**src/rtl/sa2x2_seq_pkg.sv**
```systemverilog
// sa2x2_seq_pkg: shared phase constants, width helper and operand/result types for the 2x2 job sequencer
package sa2x2_seq_pkg;

    localparam int PH_LAST_OPND = 4;
    localparam int PH_CAPTURE   = 6;
    localparam int MIN_SPACING  = 2;

    localparam int SA_DW = 4;
    localparam int SA_AW = 9;

    function automatic int mat_w(input int w);
        return 4 * w;
    endfunction

    typedef logic [mat_w(SA_DW)-1:0] sa_mat_t;
    typedef logic [mat_w(SA_AW)-1:0] sa_res_t;

endpackage

```
**src/rtl/sa2x2_seq_result_fifo.sv**
```systemverilog
// sa2x2_seq_result_fifo: result FIFO with registered storage head and occupancy count
module sa2x2_seq_result_fifo #(
    parameter int WIDTH = 36,
    parameter int DEPTH = 4,
    localparam int PW = DEPTH > 1 ? $clog2(DEPTH) : 1,
    localparam int CW = $clog2(DEPTH + 1)
) (
    input  logic             clk,
    input  logic             rst,
    input  logic             push,
    input  logic [WIDTH-1:0] push_data,
    input  logic             pop,
    output logic             rd_valid,
    output logic [WIDTH-1:0] rd_data,
    output logic [CW-1:0]    count
);

    logic [WIDTH-1:0] mem [DEPTH];
    logic [PW-1:0]    wr_ptr;
    logic [PW-1:0]    rd_ptr;
    logic             push_ok;
    logic             pop_ok;

    function automatic logic [PW-1:0] nxt(input logic [PW-1:0] p);
        return p == PW'(DEPTH - 1) ? '0 : p + 1'b1;
    endfunction

    assign push_ok  = push && count != CW'(DEPTH);
    assign pop_ok   = pop && count != '0;
    assign rd_valid = count != '0;
    assign rd_data  = rd_valid ? mem[rd_ptr] : '0;

    // storage write; no reset needed because the head is masked while empty
    always_ff @(posedge clk)
        if (push_ok) mem[wr_ptr] <= push_data;

    // pointers and occupancy; simultaneous push and pop both take effect
    always_ff @(posedge clk) begin
        if (rst) begin
            wr_ptr <= '0;
            rd_ptr <= '0;
            count  <= '0;
        end else begin
            if (push_ok) wr_ptr <= nxt(wr_ptr);
            if (pop_ok) rd_ptr <= nxt(rd_ptr);
            count <= count + CW'(push_ok) - CW'(pop_ok);
        end
    end

endmodule

```
**src/rtl/sa2x2_job_sequencer.sv**
```systemverilog
// sa2x2_job_sequencer: feeds skewed operands to a 2x2 systolic array and returns results in order
// optional macro SA2X2_SEQ_OUTVALID_CHECK_EN: flag a missing array out_valid at capture in err
module sa2x2_job_sequencer
    import sa2x2_seq_pkg::*;
#(
    parameter int DATA_WIDTH = 4,
    parameter int ACC_WIDTH  = 9,
    parameter int RES_DEPTH  = 4
) (
    input  logic                           clk,
    input  logic                           rst,
    input  logic                           req_valid,
    output logic                           req_ready,
    input  logic [mat_w(DATA_WIDTH)-1:0]   req_a,
    input  logic [mat_w(DATA_WIDTH)-1:0]   req_b,
    output logic                           sa_in_valid,
    output logic [DATA_WIDTH-1:0]          sa_a00,
    output logic [DATA_WIDTH-1:0]          sa_a01,
    output logic [DATA_WIDTH-1:0]          sa_a10,
    output logic [DATA_WIDTH-1:0]          sa_a11,
    output logic [DATA_WIDTH-1:0]          sa_b00,
    output logic [DATA_WIDTH-1:0]          sa_b01,
    output logic [DATA_WIDTH-1:0]          sa_b10,
    output logic [DATA_WIDTH-1:0]          sa_b11,
    input  logic                           sa_out_valid,
    input  logic [ACC_WIDTH-1:0]           sa_c00,
    input  logic [ACC_WIDTH-1:0]           sa_c01,
    input  logic [ACC_WIDTH-1:0]           sa_c10,
    input  logic [ACC_WIDTH-1:0]           sa_c11,
    output logic                           rsp_valid,
    input  logic                           rsp_ready,
    output logic [mat_w(ACC_WIDTH)-1:0]    rsp_c,
    output logic                           busy,
    output logic                           err
);

    localparam int DW = DATA_WIDTH;
    localparam int CW = $clog2(RES_DEPTH + 1);
    localparam int PH_LAST_B = 2;

    logic [PH_CAPTURE:0]          v;
    logic [mat_w(DW)-1:0]         a_s [PH_LAST_OPND+1];
    logic [mat_w(DW)-1:0]         b_s [PH_LAST_B+1];
    logic [CW-1:0]                fifo_count;
    logic                         accept;
    logic                         unused_opnd;

    // a stage-0 job blocks the next accept, giving the minimum spacing; credits cover in-flight plus buffered
    assign req_ready = !rst && !(|v[MIN_SPACING-2:0]) && ($countones(v) + int'(fifo_count) < RES_DEPTH);
    assign accept    = req_valid && req_ready;

    // stage valid pipeline; shifts every cycle with no stalls
    always_ff @(posedge clk) begin
        if (rst) v <= '0;
        else v <= {v[PH_CAPTURE-1:0], accept};
    end

    // operand pipeline; contents only matter where the matching stage valid is set
    always_ff @(posedge clk) begin
        a_s[0] <= req_a;
        b_s[0] <= req_b;
        for (int i = 1; i <= PH_LAST_OPND; i++) a_s[i] <= a_s[i-1];
        for (int i = 1; i <= PH_LAST_B; i++) b_s[i] <= b_s[i-1];
    end

    // each array port is fed by exactly one phase, so a gated slice is the whole OR
    assign sa_b01 = v[0] ? b_s[0][2*DW-1:DW]   : '0;
    assign sa_b00 = v[1] ? b_s[1][DW-1:0]      : '0;
    assign sa_b10 = v[1] ? b_s[1][3*DW-1:2*DW] : '0;
    assign sa_b11 = v[2] ? b_s[2][4*DW-1:3*DW] : '0;
    assign sa_a00 = v[2] ? a_s[2][DW-1:0]      : '0;
    assign sa_a01 = v[3] ? a_s[3][2*DW-1:DW]   : '0;
    assign sa_a10 = v[3] ? a_s[3][3*DW-1:2*DW] : '0;
    assign sa_a11 = v[4] ? a_s[4][4*DW-1:3*DW] : '0;

    assign sa_in_valid = |v[5:2];
    assign busy        = |v || fifo_count != '0;
    assign unused_opnd = ^{a_s[PH_LAST_OPND][3*DW-1:0], b_s[PH_LAST_B][3*DW-1:0]};

    sa2x2_seq_result_fifo #(
        .WIDTH (mat_w(ACC_WIDTH)),
        .DEPTH (RES_DEPTH)
    ) u_fifo (
        .clk       (clk),
        .rst       (rst),
        .push      (v[PH_CAPTURE]),
        .push_data ({sa_c11, sa_c10, sa_c01, sa_c00}),
        .pop       (rsp_ready),
        .rd_valid  (rsp_valid),
        .rd_data   (rsp_c),
        .count     (fifo_count)
    );

`ifdef SA2X2_SEQ_OUTVALID_CHECK_EN
    logic err_q;

    // sticky flag for a capture without the array asserting out_valid
    always_ff @(posedge clk) begin
        if (rst) err_q <= 1'b0;
        else if (v[PH_CAPTURE] && !sa_out_valid) err_q <= 1'b1;
    end

    assign err = err_q;
`else
    logic unused_out_valid;

    assign unused_out_valid = sa_out_valid;
    assign err = 1'b0;
`endif

endmodule
```
**config.mk**
```make
export PLATFORM = sky130hd
export DESIGN_NAME = sa2x2_job_sequencer
export DESIGN_NICKNAME = d
export VERILOG_FILES = /design/src/rtl/sa2x2_seq_pkg.sv /design/src/rtl/sa2x2_seq_result_fifo.sv /design/src/rtl/sa2x2_job_sequencer.sv
export SDC_FILE = /design/constraint.sdc
export NUM_CORES = 1
export LEC_CHECK = 0
export CAP_MARGIN = 20
export CORE_MARGIN = 2
export CORE_UTILIZATION = 30
export DETAILED_ROUTE_END_ITERATION = 8
export PLACE_DENSITY = 0.51
export SLEW_MARGIN = 25
export SYNTH_ARGS = -nofsm -noshare
export SYNTH_HDL_FRONTEND = slang
export SYNTH_SLANG_ARGS = --single-unit
```
**constraint.sdc**
```tcl
create_clock -name clk -period 7.1 [get_ports clk]
set_input_delay 1.42 -clock clk [delete_from_list [all_inputs] [get_ports clk]]
set_output_delay 1.42 -clock clk [all_outputs]
set_load 0.02 [all_outputs]
```
# ---- Word-level counts from Yosys, hierarchy flattened
# Memory sizes are Yosys's and may differ from the RTL's. A register that Yosys moved wholly into a read port is not among the register bits.
# Cells that the tools add are included.
dict set report op_classes {
  bitwise 0
  n_shift 0
  n_addsub 11
  mux 15
  reduce_logical 11
  multipliers 0
  order_cmp 1
  n_eq_ne 3
  div 0
}
# cell n
set ops {}
lappend ops {{$mux 36} 1}
lappend ops {{$mux 4} 8}
lappend ops {{$mux 2} 4}
lappend ops {{$reduce_or 7->1} 1}
lappend ops {{$add 1x1->2} 3}
lappend ops {{$add 4x3->5} 1}
lappend ops {{$logic_and 1x1->1} 5}
lappend ops {{$lt 5x3->1 const B} 1}
lappend ops {{$add 2x1->2 const B} 2}
lappend ops {{$add 3x3->4} 1}
lappend ops {{$eq 2x2->1 const B} 2}
lappend ops {{$reduce_or 4->1} 1}
lappend ops {{$add 2x1->3} 1}
lappend ops {{$add 2x2->3} 1}
lappend ops {{$add 3x1->3} 1}
lappend ops {{$ne 3x3->1 const B} 1}
lappend ops {{$reduce_bool 3->1} 1}
lappend ops {{$sub 3x1->3} 1}
lappend ops {{$logic_not 1->1} 2}
lappend ops {{$mux 1} 2}
lappend ops {{$logic_or 1x1->1} 1}
dict set report word_totals {
  reg_bits 14
  input_bits 73
  romBits 0
  memories 3
  latchBits 0
  mem_bits_rw 272
  output_inout_bits 73
  elab_cells 48
}
# memory depth width rd rd_ports_with_merged_regs wr line_no
set memory_table {}
lappend memory_table {u_fifo.mem 4 36 1 1 1 sa2x2_seq_result_fifo.sv:18} ;# logic [WIDTH-1:0] mem [DEPTH];
lappend memory_table {a_s 5 16 5 0 5 sa2x2_job_sequencer.sv:42} ;# logic [mat_w(DW)-1:0] a_s [PH_LAST_OPND+1];
lappend memory_table {b_s 3 16 3 0 3 sa2x2_job_sequencer.sv:43} ;# logic [mat_w(DW)-1:0] b_s [PH_LAST_B+1];

# ---- Longest topological paths before layout
dict set report logic_depth {
  word_depth 7
  depth_mapped 10
  depth_no_buf 10
}

# ---- By module
# A second synthesis with hierarchy kept.
dict set report unflattened {
  hier_cells 448
  hier_area_um2 8574.5
}
# module area_each_um2 seq_area_each_um2 cells_per_inst instances
set modules_own_cells {}
lappend modules_own_cells {sa2x2_seq_result_fifo 6039.5 4504.3 277 1}
lappend modules_own_cells {sa2x2_job_sequencer 2534.9 2062.0 171 1}

# ---- Least setup slack after synthesis
# No wires, ideal clock.
dict set report synth_timing {
  path_kind {flip-flop to output port}
  start {register v[0]}
  end {output port req_ready}
  path_slack_ns 2.927
  n_path_buf 0
  path_stages_with_launch 9
  arrival_time_ns 2.753
  required_ns 5.680
  cell_sequence {dfxtp_1 fa_1 inv_1 fa_1 inv_1 ha_1 ha_1 or4_1 nor4_1}
}
dict set report synth_via {
  elab_chain_cells 6
  elab_cells_between_ends 8
  cone_classes {add/sub (4); order compare (1); reduce/logical (3)}
}
# item line_no
set synth_lines {}
lappend synth_lines {{from (decl)} sa2x2_job_sequencer.sv:41} ;# logic [PH_CAPTURE:0] v;
lappend synth_lines {{from (signal assigned)} sa2x2_job_sequencer.sv:55} ;# else v <= {v[PH_CAPTURE-1:0], accept};
lappend synth_lines {{$add 1x1->2 (implied by the code)} sa2x2_job_sequencer.sv:49} ;# assign req_ready = !rst && !(|v[MIN_SPACING-2:0]) && ($countones(v) + int'(fifo_count) < RES_DEPTH);
lappend synth_lines {{$add 2x2->3 (implied by the code)} sa2x2_job_sequencer.sv:49}
lappend synth_lines {{$add 3x3->4 (implied by the code)} sa2x2_job_sequencer.sv:49}
lappend synth_lines {{$add 4x3->5} sa2x2_job_sequencer.sv:49}
lappend synth_lines {{$lt 5x3->1} sa2x2_job_sequencer.sv:49}
lappend synth_lines {{$logic_and 1x1->1 *} sa2x2_job_sequencer.sv:49}
lappend synth_lines {{to (decl)} sa2x2_job_sequencer.sv:13} ;# output logic req_ready,
# Mark *: on every way between the ends. The rest lies on a longest branch, timed or not.

# ---- Worst setup path in the final report
dict set report layout_timing {
  start {input port rst}
  end {output port req_ready}
}
dict set report layout_via {
  elab_chain_cells 3
}
# item line_no
set layout_lines {}
lappend layout_lines {{from (decl)} sa2x2_job_sequencer.sv:11} ;# input logic rst,
lappend layout_lines {{$logic_not 1->1} sa2x2_job_sequencer.sv:49}
lappend layout_lines {{$logic_and 1x1->1 (2 in a row)} sa2x2_job_sequencer.sv:49}
# No other way between the ends.

==> results.txt <==
The run finished with clean final reports. From left edge to right edge, the die measures 172 um. The multi-input combinational cells in the finished layout cover a total of 1760 um2. Yosys mapped a number of flops with a built-in enable equal to 144. The worst flop-to-flop path endpoint was v[0]. The tool flagged a number of max-cap violations equal to 0. In this run the static leakage power is 3.93 nW. For the final cell area excluding filler cells, the log shows 11200 um2. Entering global routing, the biggest net connects 37 pins. Clock-pin slew was measured on the worst setup and hold paths at 0.06 ns. Once detail routing completed, the nets flagged for antenna violations numbered 0. The highest net fanout along the worst path is 15, and the average instance area after synthesis is 18.8 um2. The CTS buffer count was 27. For the synthesized instance count, the log shows 449.

The hold-critical path depth is 0. After detailed routing, the average wire length per cell comes to 15.9 um. The synthesized netlist devotes 2.88% of its cell area to adder and majority cells.

For hold timing, the worst endpoint is a_s[0][56]. The tools report the startpoint of the most critical hold path as a_s[0][40]. The die height is 172 um, and the source-to-sink clock delay at the later pin of the worst-skew pair is 0.53 ns. The power per cell area works out to 354 nW/um2. The path class of the tightest hold or removal check is reg2reg. The synthesized netlist occupies a cell area of 8440 um2. The synthesized netlist contains 32 unique library cells. Static timing analysis puts the maximum clock frequency at 195 MHz.

The max-slew violation count was 0; the post-cts sizing count was 0. The tree is rooted in a sky130_fd_sc_hd__clkbuf_16. Yosys printed 0 warnings. Setup repair after global routing left no endpoint under its margin. Internal power comes to 2.91 mW. The tools report the final worst clock skew as 0.0178 ns. TritonCTS built the clock tree. The first routing iteration left 125 violations. The clock share of power was 34.8%. Once the clock tree was built, the setup fixing pass inserted 0 buffers. The total area inside the core boundary comes to 27700 um2. The net switching share of the total power came out at 26.7%. The overall via count from detail_route was 4186. The kind of launch point of the worst setup path is an input pin. Hold timing on the final database bottoms out at a slack of 0.314 ns. After legalization and detailed placement, the total HPWL measured 9600 um. After Yosys synthesis, XOR and XNOR cells account for 0.104% of the synthesized area. The critical path is of the in2out type. Of all flip-flops after synthesis, the portion carrying an async set or reset was 0%. In this run the core area contains 61 standard-cell rows. Compared with the post-synthesis result, the final layout area differs by 33.0%. Combinational logic is responsible for 23.7% of the overall power. The floorplan step defined a die boundary enclosing 29500 um2. The number of primary I/O pins is 146.

The effective utilization at floorplan was 30.5%. The run gives 698 as the final net count. Counting cells, the worst reg-to-reg path comes to 9.

The number of H-tree levels is 1, and the worst setup slack for register-to-register paths is 4.50 ns. The largest total area in the synthesized netlist belongs to sky130_fd_sc_hd__edfxtp_1. Summed over all layers, the global routing overflow is 0. The initial antenna violation count was 1; the aggregate negative setup slack was 0 ns.

The tools report the number of failing setup endpoints in the final timing report as 0. The startpoint identified for the worst register-to-register timing path is v[3]. The synthesized netlist devotes 0.385% of its cell area to compound gates. In this run the tool buffered the top-level ports with 143 buffer cells. The number of antenna diodes in the final layout is 0. For the pin with the worst max-slew slack, the measured transition is 0.789 ns. Final critical-path share of the clock period: 72.3%. The number of global-route vias before repair is 4606. For the wire length of the first global-routing pass, the log shows 24200 um.

The tools report the final wirelength as 16100 um. Among all flip-flop cells after synthesis, the most frequent one is sky130_fd_sc_hd__edfxtp_1. For this run, the detailed router's first-pass iteration total came to 4. For the worst setup path, the data required time is 5.68 ns. Maximum clock path buffer count: 3. For the number of endpoints with negative hold slack in the final report, the log shows 0. In this run, post-CTS hold repair placed 0 buffers.

The simple-gate share of the synthesized area was 7.37%. STA classifies the critical path endpoint as an output pin. Sequential elements use 77.8% of the synthesized area. The net switching power came out at 1.06 mW. The final weighted congestion of routability-driven global placement is 0.689.

After layout, the minimum clock period comes to 5.13 ns. The design draws 3.97 mW. Per report_power, the sequential group accounts for 41.4% of the total. The total of fill cells in the finished design came out at 2520.

The run gives 10.8% as the all-layer global routing usage. Dominant combinational cell family by area after synthesis: multiplexers. The tools report the worst slew margin relative to its limit as 47.2%. The number of storage elements in the synthesis netlist is 256, and the mux cell area share after synthesis is 9.73%. The average via count per standard cell works out to 4.16. The synthesized design devotes to its leading area cell type 51.2% of total area. The fraction of final layout cells sized beyond drive strength 1 is 15.3%.

The tree built by TritonCTS fans out to 256 sinks. The tools report the worst IR drop on VDD as 0.177 mV. The DRC violations left is 0. Synthesis produced a netlist with a net count of 539. For the arrival time reported for the critical path endpoint, the log shows 3.71 ns.

The placed instances occupy a cell area of 10300 um2. The area of all sequential standard cells was 6570 um2. After synthesis, the cell types taking the most area are sky130_fd_sc_hd__edfxtp_1, sky130_fd_sc_hd__dfxtp_1, sky130_fd_sc_hd__mux4_2.
[cell type report]
type / count / share of cell area, %
sequential: 256 / 58.5
multi-input combinational: 161 / 15.7
timing repair buffer: 146 / 13.0
clock buffer: 43 / 7.72
tap: 378 / 4.21
inverter: 16 / 0.535
clock inverter: 7 / 0.401
[cell families after synthesis]
family | Yosys count
compound gates | 5
xor+xnor | 1
fa+ha+maj | 17
buf+inv | 32
flops | 256
mux | 37
other cells | 1
simple gates | 100
[per-stage QoR]
stage / utilization [%] / worst slack (ns) / cells
2_1_floorplan: - / 2.93 / 449
3_3_place_gp: 37.2 / 1.94 / 957
3_5_place_dp: 37.2 / 1.96 / 957
4_1_cts: 40.5 / 1.92 / 1007
5_1_grt: 40.5 / 1.78 / 1007
6_report: 40.5 / 1.97 / 1007
[how the worst max path moves through the flow]
stage	startpoint	to	slack, ns	depth (start not counted)
after CTS	v[3]	req_ready	1.92	10
after global routing	v[3]	req_ready	1.78	10
after detailed placement	rst	req_ready	1.96	4
final	rst	req_ready	1.97	4
after global placement	rst	req_ready	1.94	4
after floorplan	v[0]	req_ready	2.93	8
[synthesized netlist by cell type (2+ instances only)]
cell type and count:
sky130_fd_sc_hd__buf_4 5, sky130_fd_sc_hd__and2_1 32, sky130_fd_sc_hd__ha_1 13, sky130_fd_sc_hd__nor2_1 9, sky130_fd_sc_hd__edfxtp_1 144, sky130_fd_sc_hd__nor2b_1 33
sky130_fd_sc_hd__or4_1 2, sky130_fd_sc_hd__a21oi_1 2, sky130_fd_sc_hd__buf_2 3, sky130_fd_sc_hd__mux4_2 36, sky130_fd_sc_hd__nor3_1 2, sky130_fd_sc_hd__o31ai_1 2
sky130_fd_sc_hd__fa_1 4, sky130_fd_sc_hd__nand3_1 2, sky130_fd_sc_hd__nand2_1 2, sky130_fd_sc_hd__dfxtp_1 112, sky130_fd_sc_hd__and2b_1 6, sky130_fd_sc_hd__inv_1 16
sky130_fd_sc_hd__clkbuf_1 8, sky130_fd_sc_hd__and3_1 4
[power groups by stage]
stage	clock [mW]	combinational [mW]	sequential [mW]
floorplan	0	0.542	1.66
global placement	0	0.960	1.67
detailed placement	0	0.970	1.68
CTS	1.43	0.974	1.65
global route	1.49	1.02	1.65
finish	1.38	0.943	1.64
[metal layers]
layer | vias up | share of wire (%) | global-route usage, %
li1 | 1952 | - | -
met1 | 2056 | 41 | 12.7
met2 | 142 | 48 | 18.6
met3 | 34 | 9.3 | 4.10
met4 | 2 | 2.0 | 2.98
met5 | - | 0.081 | 0
[sequential cells by signal, summed over array words and instances, names as in the netlist, named ones only]
register,count
v,7
u_fifo.wr_ptr,2
u_fifo.mem,144
u_fifo.rd_ptr,2
a_s,64
b_s,32
u_fifo.count,3
[cell usage in the layout (no fill, tap or decap), types with 2 or more instances in the layout]
cell type	synthesis	routed
sky130_fd_sc_hd__dfxtp_2	0	2
sky130_fd_sc_hd__clkbuf_16	0	31
sky130_fd_sc_hd__nand2_1	2	2
sky130_fd_sc_hd__and3_4	0	4
sky130_fd_sc_hd__dfxtp_1	112	110
sky130_fd_sc_hd__clkbuf_1	8	3
sky130_fd_sc_hd__buf_4	5	3
sky130_fd_sc_hd__o31ai_1	2	2
sky130_fd_sc_hd__edfxtp_1	144	144
sky130_fd_sc_hd__inv_1	16	16
sky130_fd_sc_hd__clkinv_2	0	3
sky130_fd_sc_hd__mux4_2	36	36
sky130_fd_sc_hd__clkdlybuf4s50_1	0	143
sky130_fd_sc_hd__clkbuf_8	0	4
sky130_fd_sc_hd__and2_1	32	32
sky130_fd_sc_hd__inv_6	0	2
sky130_fd_sc_hd__fa_1	4	4
sky130_fd_sc_hd__nor3_1	2	2
sky130_fd_sc_hd__ha_1	13	13
sky130_fd_sc_hd__or4_1	2	2
sky130_fd_sc_hd__clkbuf_2	0	5
sky130_fd_sc_hd__inv_4	0	2
sky130_fd_sc_hd__a21oi_1	2	2
sky130_fd_sc_hd__nand3_1	2	2
sky130_fd_sc_hd__nor2b_1	33	33
sky130_fd_sc_hd__nor2_1	9	9
sky130_fd_sc_hd__and2b_1	6	6
[worst max-delay path, cell delays in order]
cell                              delay [ns]
sky130_fd_sc_hd__clkdlybuf4s50_1        0.71
sky130_fd_sc_hd__or4_1                  0.65
sky130_fd_sc_hd__nor4_1                 0.26
sky130_fd_sc_hd__clkdlybuf4s50_1        0.68
Power figures use the tool's default switching activity.
